===== src/rtl/var_access_if.sv =====
// rtl/var_access_if.sv - address type package and byte-wide memory bus interface
package register_types;
    localparam int ADDR_W = 16;
    typedef logic [ADDR_W-1:0] addr_t;
endpackage

interface var_access_if;
    import register_types::*;

    logic       mem_req;
    addr_t      mem_addr;
    logic       mem_we;
    logic [7:0] mem_wdata;
    logic       mem_ack;
    logic [7:0] mem_rdata;

    modport master (
        output mem_req,
        output mem_addr,
        output mem_we,
        output mem_wdata,
        input  mem_ack,
        input  mem_rdata
    );

    modport slave (
        input  mem_req,
        input  mem_addr,
        input  mem_we,
        input  mem_wdata,
        output mem_ack,
        output mem_rdata
    );
endinterface


===== src/rtl/var_access.sv =====
// rtl/var_access.sv - 16-bit variable load/store over a byte memory bus (stack, local, global)
module var_access
    import register_types::*;
(
    input  logic         clk,
    input  logic         rst_n,
    input  logic         start,
    input  logic         write,
    input  logic [7:0]   V,
    input  logic [15:0]  wdata,
    input  addr_t        FP,
    input  addr_t        GP,
    input  addr_t        SP,
    output logic [15:0]  rdata,
    output logic         busy,
    output logic         done,
    output addr_t        sp_out,
    output logic         sp_we,
    var_access_if.master mem
);

    typedef enum logic [1:0] {
        IDLE = 2'd0,
        HI   = 2'd1,
        LO   = 2'd2,
        DONE = 2'd3
    } state_t;

    state_t      state_q;
    state_t      state_d;

    addr_t       addr_q;
    addr_t       sp_new_q;
    logic        write_q;
    logic        vzero_q;
    logic [15:0] wdata_q;
    logic [15:0] rdata_q;

    addr_t       a_calc;
    addr_t       sp_calc;

    // Word address from the live inputs; only sampled when a start is accepted.
    always_comb begin
        a_calc  = '0;
        sp_calc = '0;
        if (V == 8'h00) begin
            if (write) begin
                a_calc  = SP;
                sp_calc = SP + addr_t'(2);
            end else begin
                a_calc  = SP - addr_t'(2);
                sp_calc = SP - addr_t'(2);
            end
        end else if (V < 8'h10) begin
            a_calc = FP + addr_t'(2) + (addr_t'(V) << 1);
        end else begin
            a_calc = GP + (addr_t'(V - 8'h10) << 1);
        end
    end

    always_ff @(posedge clk or negedge rst_n) begin
        if (!rst_n) begin
            state_q <= IDLE;
        end else begin
            state_q <= state_d;
        end
    end

    // Outputs decode from state so reset zeroes them without waiting for a clock.
    always_comb begin
        state_d       = state_q;
        mem.mem_req   = 1'b0;
        mem.mem_addr  = '0;
        mem.mem_we    = 1'b0;
        mem.mem_wdata = '0;
        busy          = 1'b1;
        done          = 1'b0;
        sp_we         = 1'b0;
        sp_out        = '0;
        case (state_q)
            IDLE: begin
                busy = 1'b0;
                if (start) begin
                    state_d = HI;
                end
            end
            HI: begin
                mem.mem_req   = 1'b1;
                mem.mem_addr  = addr_q;
                mem.mem_we    = write_q;
                mem.mem_wdata = wdata_q[15:8];
                if (mem.mem_ack) begin
                    state_d = LO;
                end
            end
            LO: begin
                mem.mem_req   = 1'b1;
                mem.mem_addr  = addr_q + addr_t'(1);
                mem.mem_we    = write_q;
                mem.mem_wdata = wdata_q[7:0];
                if (mem.mem_ack) begin
                    state_d = DONE;
                end
            end
            DONE: begin
                done    = 1'b1;
                sp_we   = vzero_q;
                sp_out  = vzero_q ? sp_new_q : '0;
                state_d = IDLE;
            end
            default: begin
                state_d = IDLE;
            end
        endcase
    end

    always_ff @(posedge clk or negedge rst_n) begin
        if (!rst_n) begin
            addr_q   <= '0;
            sp_new_q <= '0;
            write_q  <= 1'b0;
            vzero_q  <= 1'b0;
            wdata_q  <= '0;
            rdata_q  <= '0;
        end else begin
            case (state_q)
                IDLE: begin
                    if (start) begin
                        addr_q   <= a_calc;
                        sp_new_q <= sp_calc;
                        write_q  <= write;
                        vzero_q  <= (V == 8'h00);
                        wdata_q  <= wdata;
                    end
                end
                HI: begin
                    if (mem.mem_ack && !write_q) begin
                        rdata_q[15:8] <= mem.mem_rdata;
                    end
                end
                LO: begin
                    if (mem.mem_ack && !write_q) begin
                        rdata_q[7:0] <= mem.mem_rdata;
                    end
                end
                default: begin
                end
            endcase
        end
    end

    assign rdata = rdata_q;

endmodule


===== src/flat_wrapper.sv =====
// flat-port wrapper written by rule: the top's interface ports become plain ports
module var_access_flat import register_types::*;
  (clk, rst_n, start, write, V, wdata, FP, GP, SP, rdata, busy, done, sp_out, sp_we, mem_mem_req, mem_mem_addr, mem_mem_we, mem_mem_wdata, mem_mem_ack, mem_mem_rdata);
  var_access_if mem_i ();
  input  logic clk;
  input  logic rst_n;
  input  logic start;
  input  logic write;
  input  logic [7:0] V;
  input  logic [15:0] wdata;
  input  addr_t FP;
  input  addr_t GP;
  input  addr_t SP;
  output logic [15:0] rdata;
  output logic busy;
  output logic done;
  output addr_t sp_out;
  output logic sp_we;
  output wire logic [$bits(mem_i.mem_req)-1:0] mem_mem_req;
  output wire logic [$bits(mem_i.mem_addr)-1:0] mem_mem_addr;
  output wire logic [$bits(mem_i.mem_we)-1:0] mem_mem_we;
  output wire logic [$bits(mem_i.mem_wdata)-1:0] mem_mem_wdata;
  input wire logic [$bits(mem_i.mem_ack)-1:0] mem_mem_ack;
  input wire logic [$bits(mem_i.mem_rdata)-1:0] mem_mem_rdata;
  assign mem_mem_req = mem_i.mem_req;
  assign mem_mem_addr = mem_i.mem_addr;
  assign mem_mem_we = mem_i.mem_we;
  assign mem_mem_wdata = mem_i.mem_wdata;
  assign mem_i.mem_ack = mem_mem_ack;
  assign mem_i.mem_rdata = mem_mem_rdata;
  var_access u_core (.clk(clk), .rst_n(rst_n), .start(start), .write(write), .V(V), .wdata(wdata), .FP(FP), .GP(GP), .SP(SP), .rdata(rdata), .busy(busy), .done(done), .sp_out(sp_out), .sp_we(sp_we), .mem(mem_i));
endmodule

===== config.mk =====
export PLATFORM = sky130hd
export DESIGN_NAME = var_access_flat
export DESIGN_NICKNAME = d
export VERILOG_FILES = /design/src/rtl/var_access_if.sv /design/src/rtl/var_access.sv /design/src/flat_wrapper.sv
export SDC_FILE = /design/constraint.sdc
export NUM_CORES = 1
export LEC_CHECK = 0
export CORE_MARGIN = 5
export CORE_UTILIZATION = 53
export CTS_CLUSTER_SIZE = 20
export DETAILED_ROUTE_END_ITERATION = 7
export PLACE_DENSITY = 0.87
export RECOVER_POWER = 50
export SLEW_MARGIN = 20
export SYNTH_ARGS = -nofsm -noshare
export SYNTH_HDL_FRONTEND = slang
export SYNTH_SLANG_ARGS = --single-unit

===== constraint.sdc =====
create_clock -name clk -period 5.3 [get_ports clk]
set_clock_uncertainty 0.2 [all_clocks]
set_input_delay 0.53 -clock clk [delete_from_list [all_inputs] [get_ports clk]]
set_output_delay 0.53 -clock clk [all_outputs]
set_load 0.1 [all_outputs]

# Yosys cells after proc, flatten, opt, wreduce, memory -nomap -nowiden
# Cells that the tools add are included.
[word_totals]
output_inout_bits = 61
input_bits = 85
ff_bits = 68
elab_cells = 49
[classes]
n_eq_ne = 6
magnitude_cmp = 1
n_addsub = 7
n_reduce_logical = 9
muxes = 18
[ops]
columns = ["cell", "count"]
rows = [
  ["$mux W16", 7],
  ["$add A16 B2 Y16 const B", 2],
  ["$pmux W16 S2", 1],
  ["$add A16 B1 Y16 const B", 1],
  ["$add A16 B16 Y16", 1],
  ["$add A16 B9 Y16", 1],
  ["$pmux W8 S2", 1],
  ["$sub A16 B2 Y16 const B", 1],
  ["$sub A8 B5 Y9 const B", 1],
  ["$logic_not A8 Y1", 1],
  ["$lt A8 B5 Y1 const B", 1],
  ["$pmux W2 S4", 1],
  ["$mux W2", 3],
  ["$ne A2 B2 Y1 const B", 3],
  ["$reduce_and A2 Y1", 3],
  ["$mux W1", 5],
  ["$eq A2 B2 Y1 const B", 2],
  ["$reduce_and A3 Y1", 1],
  ["$eq A2 B1 Y1 const B", 1],
  ["$logic_not A2 Y1", 1],
  ["$reduce_or A2 Y1", 1],
  ["$logic_and A1 B1 Y1", 1],
  ["$logic_not A1 Y1", 1],
]

# Depth between registers and ports, before layout
# Gate-level depths: netlist of run 1.
[depth]
word_depth = 4
ltp_mapped = 11
depth_no_buf = 11

# Worst setup path after synthesis of run 1
# OpenSTA, ideal clock, no wires.
[synth_timing]
kind = "reg-to-output"
from = "register u_core.state_q[0]"
to = "output port mem_mem_addr[11]"
path_stages_with_launch = 6
required_time_ns = 4.570
arrival_time_ns = 3.805
path_slack_ns = 0.765
path_buffers = 1
cell_sequence = "dfrtp_1 > inv_1 > ha_1 > clkbuf_1 > nand2_1 > o21ai_0"
[synth_between]
elab_chain_cells = 2
word_cells_on_any_way = 3
classes_between = "2 x eq/ne; 1 x mux"
[synth_lines]
columns = ["element", "line_no", "rtl"]
rows = [
  ["start: declaration", "var_access.sv:29", "state_t state_q;"],
  ["start signal: assignment", "var_access.sv:65", "state_q <= state_d;"],
  ["$eq A2 B2 Y1 or $eq A2 B1 Y1 (tied branches)", "var_access.sv:80", "case (state_q)"],
  ["$pmux W16 S2 (*)", "var_access.sv:80", ""],
  ["end: declaration", "flat_wrapper.sv:20", "output wire logic [$bits(mem_i.mem_addr)-1:0] mem_mem_addr;"],
]
# Mark *: on every way between the ends. The rest lies on a longest branch, timed or not.

# Worst setup path after layout of run 1
[layout_timing]
from = "register u_core.state_q[1]"
to = "output port mem_mem_addr[15]"
# The elaborated chain is that of the path after synthesis.

==> results of run 1 <==
-- layout by cell type (no fill, tap or decap), types with 4 or more instances in the layout --
master / instances
a21oi_1: 26
dfrtp_1: 68
nand4_1: 6
a22o_1: 4
a21o_1: 10
ha_1: 41
a22oi_1: 25
a31oi_1: 5
and2_1: 5
nand2_1: 51
nor3_1: 8
o22ai_1: 5
o211ai_1: 4
inv_1: 17
xnor2_1: 21
or2_2: 4
mux2_2: 33
xor2_1: 39
clkdlybuf4s50_1: 141
nor2_1: 24
nand3_1: 26
a211oi_1: 5
nor2b_1: 22
and3_1: 22
o21ai_0: 34
o221ai_1: 5
clkbuf_8: 10
-- worst max-delay path: cells and delay by family (launching register included) --
| family | cells | cell delay, ps |
|---|---|---|
| and+or+nand+nor | 2 | 490 |
| DFF | 1 | 390 |
| buffers and inverters | 2 | 1260 |
| AOI/OAI and AO/OA | 1 | 210 |
| adders and majority gates | 1 | 750 |
-- sequential cells by signal, indices dropped and copies added, names as in the netlist --
signal / count
u_core.addr_q: 16
u_core.sp_new_q: 16
u_core.state_q: 2
u_core.rdata: 16
u_core.write_q: 1
u_core.vzero_q: 1
u_core.wdata_q: 16
-- per-layer routing --
layer / GRT usage / up-vias / part of all wire
met1: 0.309 / 2417 / 0.42
met4: 0.0788 / 0 / 0.021
met2: 0.447 / 209 / 0.50
li1: - / 2422 / -
met3: 0.0398 / 24 / 0.058
met5: 0 / - / 0
-- how the worst max path moves through the flow --
stage / startpoint / to / slack [ps] / cells past startpoint
after floorplan: u_core.state_q[0]$_DFFE_PN0P_ / mem_mem_addr[11] / 770 / 5
after global placement: V[4] / u_core.addr_q[15]$_DFFE_PN0P_ / 1550 / 11
after detailed placement: V[4] / u_core.addr_q[15]$_DFFE_PN0P_ / 1350 / 10
after CTS: u_core.state_q[1]$_DFFE_PN0P_ / mem_mem_addr[15] / 1100 / 6
after global routing: rst_n / u_core.addr_q[3]$_DFFE_PN0P_ / 770 / 2
final: u_core.state_q[1]$_DFFE_PN0P_ / mem_mem_addr[15] / 1110 / 6
-- metrics by stage --
step,std cells,hold slack [ps]
finish,859,282
global route,859,303
CTS,859,192
detailed placement,843,268
global placement,843,261
floorplan,591,34.4
-- power groups by stage --
stage	Sequential (uW)	Combinational [uW]	Clock (uW)
finish	881	2660	382
global route	908	2790	414
CTS	878	2670	391
detailed placement	888	2670	0
global placement	869	2620	0
floorplan	1290	1620	0
-- cells in the mapped netlist, drive strengths merged (6+ instances only) --
cell     n
dfrtp   68
nand2   51
ha      41
xor2    39
o21ai   35
mux2    34
a21oi   26
nand3   26
a22oi   25
nor2    25
clkbuf  23
and3    22
nor2b   22
xnor2   21
inv     17
a21o    10
nor3     9
buf      7
and2     6
nand4    6
-- cell type report --
type | count | area, sq um
timing repair buffer | 149 | 1470
tap | 133 | 166
sequential | 68 | 1700
clock inverter | 5 | 37.5
clock buffer | 11 | 141
multi-input combinational | 476 | 3490
inverter | 17 | 63.8
fill | 742 | 2750
-- cells by family (layout without fill, tap and decap cells) --
family	Yosys count	in the layout	synth area share
DFF	68	68	0.316
AOI/OAI and AO/OA	147	147	0.182
and+or+nand+nor	190	190	0.192
buffers and inverters	47	182	0.0349
muxes	36	36	0.0749
xor gates and xnor gates	60	60	0.0977
adders and majority gates	43	43	0.103
==> reports/metrics.yaml, run 1 <==
dieWidth_microns: 111
r2r-end: "u_core.addr_q[12]$_DFFE_PN0P_"
via_count: 5072
clock_sinks: 68
gp_congestion: 0.921
p_switching_uw: 2250
grt_pass1_wl_mm: 25.6
first_global_vias: 5174
cts.clk_slew.worst_paths_ps: 70
place_area_sq_mm: 0.00690
routed_via_density: 5.90
drv_slew: 112
required_ps: 4570
syn-num-nets: 719
synth_seq_cells: 68
syn_avg_cell_area_sq_um: 9.10
cpMaxStageDelayCell: "clkdlybuf4s50_1"
endpoint_kind: "output port"
p_int_uw: 1670
postCtsSetupRepairBufs: 0
track_usage: 0.251
finalNetCount: 849
overflow: 0
cellPowerDensity_mw_per_mm2: 555
cts_buffers: 9
yosys_warnings: 0
min_from: "u_core.sp_new_q[15]$_DFFE_PN0P_"
hold_viol_final: 0
rows: 36
antenna_cells: 0
power.share.switching: 0.574
min_to: "u_core.sp_new_q[15]$_DFFE_PN0P_"
violations: "max-capacitance violations, max-slew violations"
drt_iter0_markers: 367
final_util: 0.720
postLayoutSetupSlackWorst_ps: 1110
period_minus_slack_ps: 4190
synth_cells: 591
clock.fmax_mhz: 239
drc: 0
slowest_delay_ps: 1170
cts-resized-gates: 0
wl_mm: 15.3
hp-class: "flip-flop to flip-flop"
max_slew.worst_pin.slew_ps: 3590
synth_area_leader_cell: "dfrtp_1"
cp_max_fo: 29
whs_path_depth: 2
htree_levels: 3
start_kind: "flip-flop"
reg2reg_from: "u_core.state_q[0]$_DFFE_PN0P_"
ctsHoldBuffers: 0
setup_viol: 0
ant_nets: 0
cts_root_buffer: "clkbuf_8"
finalPower_uw: 3920
slew_headroom: -1.39
clkPwrFrac: 0.097
setup_tns_ps: 0
synthesis.area_sq_mm: 0.00538
synthDistinctLibCells: 60
rsz0062_at_grt: "no"
fp.dieH_microns: 111
dpl.hpwl_mm: 12.3
antenna_found_initial: 0
core_sq_mm: 0.00982
synth-main-ff-cell: "dfrtp_1"
first_pass_iters: 5
synth_top_area_frac: 0.316
post-route-period-util: 0.791
cts_buffer_depth: 2
clkLatencyLatePin_ps: 350
preCtsSetupSlack_ps: 1350
crit_chain: "inv_1 > ha_1 > nand2_1 > or2_2 > o211ai_1 > clkdlybuf4s50_1"
synth_edf_count: 0
drive_above_1_share: 0.0895
grt_max_degree: 69
final_area_sq_mm: 0.00707
rr_worst_depth: 7
pwr-share-seq: 0.225
cts_tree: "yes"
vdd.ir_drop.worst_mv: 0.445
synth.top_cells.by_area: "dfrtp_1 (32%), ha_1 (9.5%), mux2_2 (7.1%), xor2_1 (6.4%), nand2_1 (3.6%)"
port_buffers: 145
initial_utilization: 0.548
worstSetupPathType: "flip-flop to output port"
max_cap_viol_count: 2
p_leak_uw: 0.00302
pin_count: 146
rrSetupSlack_ps: 1850
synthToLayoutAreaGrowth_pct: 31.4
combPwrFrac: 0.678
outcome: "finished with violations"
cp.arrival_ps: 3460
ys_seq_area_frac: 0.316
dieArea_sq_mm: 0.0123
wl_per_cell_microns: 17.8
synth_async_sr_flop_share: 1.00
(Power assumes the default switching activity.)
==> run 2, diff against run 1 <==
Settings changed: CORE_UTILIZATION 53 to 45, PLACE_DENSITY 0.87 to 0.78.
Clock period 5.3 ns to 3.5 ns, I/O delays scaled along.
==> run 2 against run 1 <==
  * The flow now finishes without violations
  * Clock power increased by 140%
  * Worst hold slack worse by 2.7 ps
  * Die area up 16%
  * Power is 59% higher
  * Sequential power is 51% higher
  * Register-to-register slack lost 860 ps
  * Final area is 2.3% higher
  * Via count decreased by 1.2%
  * Worst setup slack worse by 810 ps
  * Global-route usage down 3.6 points
  * Core utilization is 11 points lower
==> reports/metrics.yaml, run 2 (synthesis results as in run 1) <==
clock_sinks: 68  # unchanged
r2r-end: "u_core.sp_new_q[4]$_DFFE_PN0P_"
drive_above_1_share: 0.158  # +0.0684
via_count: 5013  # -1.2%
rrSetupSlack_ps: 990  # -860 ps
htree_levels: 3  # unchanged
dieWidth_microns: 119  # +7.8%
setup.worst_path.start: "V[4]"
final_util: 0.609  # -0.110
cts_tree: "yes"
grt_max_degree: 30  # -57%
first_pass_iters: 5  # unchanged
cts.clk_slew.worst_paths_ps: 60  # about the same
cts_buffers: 9  # unchanged
finalNetCount: 864  # +1.8%
cts_buffer_depth: 2  # unchanged
grt_pass1_wl_mm: 25.2  # -1.5%
synthToLayoutAreaGrowth_pct: 34.4
drt_iter0_markers: 340  # -7.4%
setup_tns_ps: 0  # unchanged
crit_chain: "clkdlybuf4s50_1 > inv_1 > ha_1 > nor3b_2 > ha_1 > and3_1 > nand2_1 > a21oi_1 > o311ai_0 > mux2i_1 > a211o_1"
max_cap_viol_count: 0  # -2
endpoint_kind: "flip-flop"
first_global_vias: 5044  # -2.5%
routed_via_density: 5.65  # -4.4%
rsz0062_at_grt: "no"
worstSetupPathType: "input port to flip-flop"
clock.fmax_mhz: 312
cts_root_buffer: "clkbuf_16"
dpl.cell_count: 871  # +3.3%
cp.arrival_ps: 3210  # -250 ps
hold_viol_final: 0  # unchanged
holdWs_ps: 279  # -2.74 ps
clkLatencyLatePin_ps: 320  # -30 ps
setup_viol: 0  # unchanged
fp.dieH_microns: 119  # +7.8%
post-route-period-util: 0.915
core_sq_mm: 0.0119  # +21%
crit_top_cell: "ha_1"
cellPowerDensity_mw_per_mm2: 864  # +56%
start_kind: "input port"
wl_mm: 15.3  # +0.55%
min_from: "u_core.sp_new_q[11]$_DFFE_PN0P_"
num-fill-cells: 1014  # +37%
antenna_found_initial: 0  # unchanged
final_common_cell: "clkdlybuf4s50_1"
final_cell_mix: "clkdlybuf4s50_1 (99), dfrtp_1 (68), nand2_1 (51)"
antenna_cells: 0  # unchanged
vdd.ir_drop.worst_mv: 0.389  # -13%
slowest_delay_ps: 510  # -660 ps
outcome: "completed"
rows: 40  # +11%
place_area_sq_mm: 0.00697  # +1.1%
period_minus_slack_ps: 3200
initial_utilization: 0.453  # -0.0943
gp_congestion: 0.924  # +0.35%
ant_nets: 0  # unchanged
whs_path_depth: 2  # unchanged
overflow: 0  # unchanged
port_buffers: 145  # unchanged
wl_per_cell_microns: 17.3  # -2.7%
p_leak_uw: 0.00322  # +6.7%
dpl.hpwl_mm: 12.3  # about the same
dieArea_sq_mm: 0.0142  # +16%
cpMaxStageDelayCell: "o311ai_0"
slew_headroom: 0.0896  # +1.48
drv_slew: 0  # -100%
final_area_sq_mm: 0.00723  # +2.3%
cp_top_family: "compound AO/OA/AOI/OAI gates"
cp_max_fo: 6  # -79%
track_usage: 0.215  # -0.0359
crit_buf_inv: 2  # unchanged
reg2reg_from: "u_core.state_q[1]$_DFFE_PN0P_"
max_slew.worst_pin.slew_ps: 1370  # -2220 ps
min_to: "u_core.sp_new_q[11]$_DFFE_PN0P_"
required_ps: 3510  # -1060 ps
drc: 0  # unchanged
pin_count: 146  # unchanged
instances_no_fill: 888  # +3.4%
rr_worst_depth: 6  # -1
hp-class: "flip-flop to flip-flop"
## run 2: cell types whose count changed in the layout (fill, tap and decap cells not counted), sizes merged
cell           previous run  this run
clkbuf                   13        20
dlymetal6s2s              0         1
bufinv                    0         1
buf                       3        53
clkdlybuf4s50           141        99
dlygate4sd3               3         1
## run 2: worst max-delay path by stage
stage	cells after the start	slack, ps	end
3_3_place_gp	11	5	u_core.addr_q[15]$_DFFE_PN0P_
2_1_floorplan	6	1	mem_mem_addr[15]
3_5_place_dp	11	-50	u_core.addr_q[15]$_DFFE_PN0P_
5_1_grt	11	80	u_core.addr_q[15]$_DFFE_PN0P_
4_1_cts	11	280	u_core.addr_q[15]$_DFFE_PN0P_
6_report	11	300	u_core.addr_q[15]$_DFFE_PN0P_
## run 2: final cells by class
type / instances / area [sq um] / share of cell area
Clock buffer: 10 / 239 / 0.0331
Timing Repair Buffer: 164 / 1490 / 0.206
Multi-Input combinational cell: 476 / 3490 / 0.483
Inverter: 17 / 63.8 / 0.00883
Clock inverter: 6 / 63.8 / 0.00883
Tap cell: 147 / 184 / 0.0255
Sequential cell: 68 / 1700 / 0.235
## run 2: through the flow
step,worst slack (ps),power (uW)
floorplan,1.03,4460
global route,80.6,6550
finish,299,6250
detailed placement,-51.9,5410
CTS,282,6330
global placement,4.98,5330
## run 2: timing repair
item	in CTS	in global routing
hold endpoints to repair	24	0
endpoints found under the setup margin	0	0
resized for setup	0	0
buffers inserted	0	0
hold buffers	1	0
## run 2: tightest hold or removal path, cell delays in order (launching register included)
cell	delay [ps]
dfrtp_1	340
nand2_1	50
o21ai_0	60
## run 2: power breakdown
part | leakage [uW] | internal [uW] | switching [uW] | total [uW]
registers | 0.000850 | 1080 | 250 | 1330
clock network | 0.000144 | 569 | 336 | 905
logic | 0.00222 | 1140 | 2870 | 4010
total | 0.00322 | 2790 | 3450 | 6250
## run 2: metal layers
metal	global-route usage	share of wire	vias up
met5	0	0	-
met4	0.0608	0.018	0
met3	0.0418	0.057	29
met2	0.366	0.49	166
met1	0.278	0.43	2371
li1	-	-	2447
